<file path="config.mk">
export PLATFORM = sky130hd
export DESIGN_NAME = mult_axi_master
export DESIGN_NICKNAME = d
export VERILOG_FILES = /design/src/rtl/mult_axi_master.sv
export SDC_FILE = /design/constraint.sdc
export NUM_CORES = 1
export LEC_CHECK = 0
export ABC_AREA = 1
export CAP_MARGIN = 20
export CORE_MARGIN = 1.5
export CORE_UTILIZATION = 40
export CTS_CLUSTER_SIZE = 8
export DETAILED_ROUTE_END_ITERATION = 7
export PLACE_DENSITY = 0.76
export SLEW_MARGIN = 20
export SYNTH_ARGS = -nofsm -noshare
export SYNTH_HDL_FRONTEND = slang
export SYNTH_SLANG_ARGS = --single-unit
</file>
<file path="constraint.sdc">
create_clock -name m2_axi_aclk -period 1.5 [get_ports m2_axi_aclk]
set_input_delay 0.3 -clock m2_axi_aclk [delete_from_list [all_inputs] [get_ports m2_axi_aclk]]
set_output_delay 0.3 -clock m2_axi_aclk [all_outputs]
set_load 0.03 [all_outputs]
</file>
<file path="src/rtl/mult_axi_master.sv">
// AXI4-Lite master for the multiplier slave: writes an operand pair,
// reads back the 2-word product, returns it on a valid/ready port.
module mult_axi_master #(
  parameter int DATA_WIDTH = 32,
  parameter int ADDR_WIDTH = 8,
  parameter int TIMEOUT    = 64
) (
  input  logic                    m2_axi_aclk,
  input  logic                    m2_axi_aresetn,
  input  logic                    cmd_valid,
  output logic                    cmd_ready,
  input  logic [DATA_WIDTH-1:0]   cmd_a,
  input  logic [DATA_WIDTH-1:0]   cmd_b,
  output logic                    res_valid,
  input  logic                    res_ready,
  output logic [DATA_WIDTH-1:0]   res_lo,
  output logic [DATA_WIDTH-1:0]   res_hi,
  output logic                    res_err,
  output logic [ADDR_WIDTH-1:0]   m2_axi_awaddr,
  output logic                    m2_axi_awvalid,
  input  logic                    m2_axi_awready,
  output logic [DATA_WIDTH-1:0]   m2_axi_wdata,
  output logic [DATA_WIDTH/8-1:0] m2_axi_wstrb,
  output logic                    m2_axi_wvalid,
  input  logic                    m2_axi_wready,
  input  logic                    m2_axi_bresp,
  input  logic                    m2_axi_bvalid,
  output logic                    m2_axi_bready,
  output logic [ADDR_WIDTH-1:0]   m2_axi_araddr,
  output logic                    m2_axi_arvalid,
  input  logic                    m2_axi_arready,
  input  logic [DATA_WIDTH-1:0]   m2_axi_rdata,
  input  logic                    m2_axi_rresp,
  input  logic                    m2_axi_rvalid,
  output logic                    m2_axi_rready
);

  localparam int SW = DATA_WIDTH / 8;
  localparam int TW = $clog2(TIMEOUT + 1);

  typedef enum logic [2:0] {
    IDLE, WR_A, WR_B, RD_LO, RD_HI, RESP
  } state_t;

  state_t                  state_q, state_d;
  logic                    awvalid_q, awvalid_d;
  logic                    wvalid_q, wvalid_d;
  logic                    bready_q, bready_d;
  logic                    arvalid_q, arvalid_d;
  logic                    rready_q, rready_d;
  logic [ADDR_WIDTH-1:0]   awaddr_q, awaddr_d;
  logic [ADDR_WIDTH-1:0]   araddr_q, araddr_d;
  logic [DATA_WIDTH-1:0]   wdata_q, wdata_d;
  logic [SW-1:0]           wstrb_q, wstrb_d;
  logic [DATA_WIDTH-1:0]   b_q, b_d;
  logic [DATA_WIDTH-1:0]   lo_q, lo_d;
  logic [DATA_WIDTH-1:0]   hi_q, hi_d;
  logic                    err_q, err_d;
  logic [TW-1:0]           timer_q, timer_d;
  logic                    progress;

  always_ff @(posedge m2_axi_aclk) begin
    if (!m2_axi_aresetn) begin
      state_q   <= IDLE;
      awvalid_q <= 1'b0;
      wvalid_q  <= 1'b0;
      bready_q  <= 1'b0;
      arvalid_q <= 1'b0;
      rready_q  <= 1'b0;
      awaddr_q  <= '0;
      araddr_q  <= '0;
      wdata_q   <= '0;
      wstrb_q   <= '0;
      b_q       <= '0;
      lo_q      <= '0;
      hi_q      <= '0;
      err_q     <= 1'b0;
      timer_q   <= '0;
    end else begin
      state_q   <= state_d;
      awvalid_q <= awvalid_d;
      wvalid_q  <= wvalid_d;
      bready_q  <= bready_d;
      arvalid_q <= arvalid_d;
      rready_q  <= rready_d;
      awaddr_q  <= awaddr_d;
      araddr_q  <= araddr_d;
      wdata_q   <= wdata_d;
      wstrb_q   <= wstrb_d;
      b_q       <= b_d;
      lo_q      <= lo_d;
      hi_q      <= hi_d;
      err_q     <= err_d;
      timer_q   <= timer_d;
    end
  end

  // Bus valids are registered so they appear in the first cycle of a state.
  always_comb begin
    state_d   = state_q;
    awvalid_d = awvalid_q;
    wvalid_d  = wvalid_q;
    bready_d  = bready_q;
    arvalid_d = arvalid_q;
    rready_d  = rready_q;
    awaddr_d  = awaddr_q;
    araddr_d  = araddr_q;
    wdata_d   = wdata_q;
    wstrb_d   = wstrb_q;
    b_d       = b_q;
    lo_d      = lo_q;
    hi_d      = hi_q;
    err_d     = err_q;
    timer_d   = '0;
    progress  = 1'b0;
    case (state_q)
      IDLE: begin
        if (cmd_valid) begin
          b_d       = cmd_b;
          err_d     = 1'b0;
          lo_d      = '0;
          hi_d      = '0;
          awaddr_d  = ADDR_WIDTH'(8'h00);
          wdata_d   = cmd_a;
          wstrb_d   = '1;
          awvalid_d = 1'b1;
          wvalid_d  = 1'b1;
          state_d   = WR_A;
        end
      end
      WR_A, WR_B: begin
        if (awvalid_q && m2_axi_awready) begin
          awvalid_d = 1'b0;
          progress  = 1'b1;
        end
        if (wvalid_q && m2_axi_wready) begin
          wvalid_d = 1'b0;
          progress = 1'b1;
        end
        if (bready_q && m2_axi_bvalid) begin
          bready_d = 1'b0;
          progress = 1'b1;
          if (m2_axi_bresp) err_d = 1'b1;
          if (state_q == WR_A) begin
            awaddr_d  = ADDR_WIDTH'(8'h04);
            wdata_d   = b_q;
            awvalid_d = 1'b1;
            wvalid_d  = 1'b1;
            state_d   = WR_B;
          end else begin
            araddr_d  = ADDR_WIDTH'(8'h08);
            arvalid_d = 1'b1;
            state_d   = RD_LO;
          end
        end else begin
          bready_d = !awvalid_d && !wvalid_d;
        end
      end
      RD_LO, RD_HI: begin
        if (arvalid_q && m2_axi_arready) begin
          arvalid_d = 1'b0;
          rready_d  = 1'b1;
          progress  = 1'b1;
        end
        if (rready_q && m2_axi_rvalid) begin
          rready_d = 1'b0;
          progress = 1'b1;
          if (m2_axi_rresp) err_d = 1'b1;
          if (state_q == RD_LO) begin
            lo_d      = m2_axi_rdata;
            araddr_d  = ADDR_WIDTH'(8'h0C);
            arvalid_d = 1'b1;
            state_d   = RD_HI;
          end else begin
            hi_d    = m2_axi_rdata;
            state_d = RESP;
          end
        end
      end
      RESP: begin
        if (res_ready) state_d = IDLE;
      end
      default: state_d = IDLE;
    endcase
    // Watchdog: any stall on a single handshake aborts the whole sequence.
    if (state_q inside {WR_A, WR_B, RD_LO, RD_HI}) begin
      if (progress) begin
        timer_d = '0;
      end else if (timer_q == TW'(TIMEOUT - 1)) begin
        awvalid_d = 1'b0;
        wvalid_d  = 1'b0;
        bready_d  = 1'b0;
        arvalid_d = 1'b0;
        rready_d  = 1'b0;
        err_d     = 1'b1;
        state_d   = RESP;
      end else begin
        timer_d = timer_q + TW'(1);
      end
    end
  end

  assign cmd_ready      = (state_q == IDLE) && m2_axi_aresetn;
  assign res_valid      = (state_q == RESP);
  assign res_lo         = lo_q;
  assign res_hi         = hi_q;
  assign res_err        = err_q;
  assign m2_axi_awaddr  = awaddr_q;
  assign m2_axi_awvalid = awvalid_q;
  assign m2_axi_wdata   = wdata_q;
  assign m2_axi_wstrb   = wstrb_q;
  assign m2_axi_wvalid  = wvalid_q;
  assign m2_axi_bready  = bready_q;
  assign m2_axi_araddr  = araddr_q;
  assign m2_axi_arvalid = arvalid_q;
  assign m2_axi_rready  = rready_q;

endmodule
</file>
==> flow_summary.toml <==
[cells_and_area]
syn_to_final_growth_pct = 58.2
finalInstanceArea_um2 = 10500
fillers = 1332
antennaDiodeCount = 0
drive_gt1_frac = 0.183
layout.cells.non_filler = 1498
final_nets = 1377

[place]
io_buffers = 217
placed_cell_area_um2 = 9220
dpl.cell_count = 1443
routabilityCongestion = 0.873
dp.final_hpwl_mm = 12.9

[timing]
skew_ps = 9.13
fmax_mhz = 616
finalHoldViolCount = 0
min_period_ps = 1620
setup_viol = 50
slew_viol_final = 0
min_period_over_period = 1.08
setup_tns_ps = -2700
rsz0062_at_grt = "true"
fin_hold_ws_ps = 430
worst_slack_ps = -124

[critical_path]
cp_slowest_cell = "dfxtp_4"
crit_chain = "nor2_4, buf_6, nand2_4, nand2_8, nand2_8, nand3_4, buf_12, nand2_1, nand2_1, nor2_1"
worstPathRequired_ps = 1800
cp-end-kind = "flip-flop"
path_max_fanout = 9
arrival_ps = 1930
start_kind = "flip-flop"
slowest_delay_ps = 360
path_class = "reg -> reg"

[synthesis]
synth_area_um2 = 6650
syn_inst = 1023
synth_warnings = 0
ys_types = 32
ys_seq_area_frac = 0.445
synth_seq_cells = 148
syn_area_per_cell_um2 = 6.50

[power_and_ir_drop]
clkPwrFrac = 0.355
p_sw_frac = 0.313
sequentialPowerShare = 0.387
total_power_mw = 11.5
p_switching_mw = 3.59
p_leak_nw = 5.12
ir_worst_vdd_mv = 0.809
combPwrFrac = 0.258
power_density_nw_per_um2 = 1090
internal_power_mw = 7.87

[floorplan]
die_h_um = 132
core_area_um2 = 16100
initial_utilization = 0.414
die_area_um2 = 17400
die_w_um = 132
row_count = 46
io-pin-count = 231

[cts]
insertion_delay_ps = 420
cts_buffer_depth = 2
cts_max_level = 4
cts_tree = "yes"
cts_sinks = 148
cts_buffers = 17
cts.clk_slew.worst_paths_ps = 60
root_buffer = "clkbuf_16"
holdBufCountCts = 0

[drt]
dr_wl_met3_mm = 1.76
routedWlPerCell_um = 14.4
num_vias = 7018
drc = 0
vias_per_cell = 4.68
wl_met2_mm = 10.7
drt_iter0_drc = 476
drtAntennaViolNets = 0
top_layer = "met4"
wirelength_mm = 21.5
met1_length_mm = 8.56
firstDrtPassIters = 5

[global_routing]
antenna_found_initial = 0
grt_overflow = 0
grt_max_degree = 91
track_usage = 0.215
grt_pass1_wl_mm = 30.1
grt_pass1_vias = 6165

[outcome]
violations = "setup timing"
outcome = "finished with violations"

[worst_hold_path]
min_path_type = "in -> reg"

[job]
max_cap_viol_count = 0
## repair_timing
| action | CTS | global route |
|---|---|---|
| buffers inserted | 4 | 7 |
| pin swaps | 1 | 28 |
| gates cloned | 0 | 14 |
| resized for setup | 139 | 197 |
| endpoints found under the setup margin | 144 | 157 |
## Yosys cell counts, drive strengths merged
library cell	count	area, um^2
xnor2	3	26.3
or2	2	12.5
clkinv	1	3.75
nand2	316	1210
o21ai	41	209
xor2	1	8.76
o31ai	1	7.51
nor3	9	45.0
nor2	237	897
conb	1	3.75
nand3	15	110
dfxtp	148	2960
inv	130	488
o22ai	1	6.26
nand4	1	6.26
a21oi	38	190
o21a	1	7.51
clkbuf	12	45.0
ha	1	12.5
o21bai	11	82.6
buf	53	322
## area by class of cell
cell class / instances / area, um^2 / share of cell area
Tap cell: 216 / 270 / 0.0257
Inverter: 131 / 499 / 0.0474
Clock inverter: 8 / 76.3 / 0.00725
Sequential cell: 148 / 2970 / 0.282
Multi-Input combinational cell: 693 / 3340 / 0.318
Timing Repair Buffer: 278 / 2880 / 0.274
Clock buffer: 24 / 482 / 0.0458
## registers in the layout, indices dropped and copies added, names as in the netlist, 2 cells and up
name / cells
timer_q: 7
m2_axi_wdata: 32
res_hi: 32
b_q: 32
res_lo: 32
state_q: 3
m2_axi_araddr: 2
## routing by layer
metal | up-vias | global-route usage
li1 | 3519 | -
met1 | 3149 | 0.264
met2 | 307 | 0.363
met3 | 43 | 0.0623
met4 | 0 | 0.0642
met5 | - | 0
## critical path, delay by kind of cell (launching register included)
| kind | cells | cell delay, ps |
|---|---|---|
| and+or+nand+nor | 8 | 830 |
| DFF | 1 | 360 |
| buffers and inverters | 2 | 320 |
## power groups by stage
stage | Sequential (mW) | Clock (mW) | Combinational (mW)
3_3_place_gp | 4.50 | 0 | 2.62
3_5_place_dp | 4.51 | 0 | 2.65
6_report | 4.43 | 4.06 | 2.96
2_1_floorplan | 4.98 | 0 | 1.05
4_1_cts | 4.42 | 4.12 | 2.50
5_1_grt | 4.46 | 4.31 | 3.19
## worst paths after layout
path / startpoint / to / slack (ps) / cells past startpoint
worst max register to register: state_q[1] / res_lo[5] / -120 / 10
worst min-delay path: m2_axi_aresetn / res_hi[15] / 430 / 4
worst max-delay path: state_q[1] / res_lo[5] / -120 / 10
worst min register to register: timer_q[0] / timer_q[0] / 450 / 1
## cell usage in the layout (no fill, tap or decap), types with 8 or more instances in the layout
cell / Yosys / layout
a21oi_1: 38 / 37
buf_12: 0 / 13
buf_4: 23 / 26
buf_6: 1 / 16
clkbuf_16: 0 / 25
clkbuf_2: 0 / 8
clkdlybuf4s15_1: 0 / 37
clkdlybuf4s50_1: 0 / 105
conb_1: 1 / 13
dfxtp_1: 148 / 142
dlygate4sd2_1: 0 / 56
inv_1: 127 / 118
inv_2: 3 / 9
nand2_1: 310 / 263
nand2_2: 5 / 36
nand2_4: 1 / 15
nand3_4: 2 / 8
nor2_1: 236 / 202
nor2_2: 0 / 27
nor2_4: 1 / 8
o21ai_0: 35 / 34
o21bai_1: 11 / 10
## cells by family (layout without fill, tap and decap cells)
family	count (synthesis)	after routing	share of synthesized area
and+or+nand+nor	580	582	0.342
buffers and inverters	196	441	0.129
DFF	148	148	0.445
AOI/OAI and AO/OA	93	93	0.0756
xor gates and xnor gates	4	4	0.00527
adders and majority gates	1	1	0.00188
other	1	13	0.000564
## metrics by stage
stage,worst slack (ps),util
2_1_floorplan,35.5,-
3_3_place_gp,-212,0.574
3_5_place_dp,-236,0.574
4_1_cts,-101,0.605
5_1_grt,-190,0.656
6_report,-124,0.656
No activity file was read; power rests on OpenSTA's default activity.
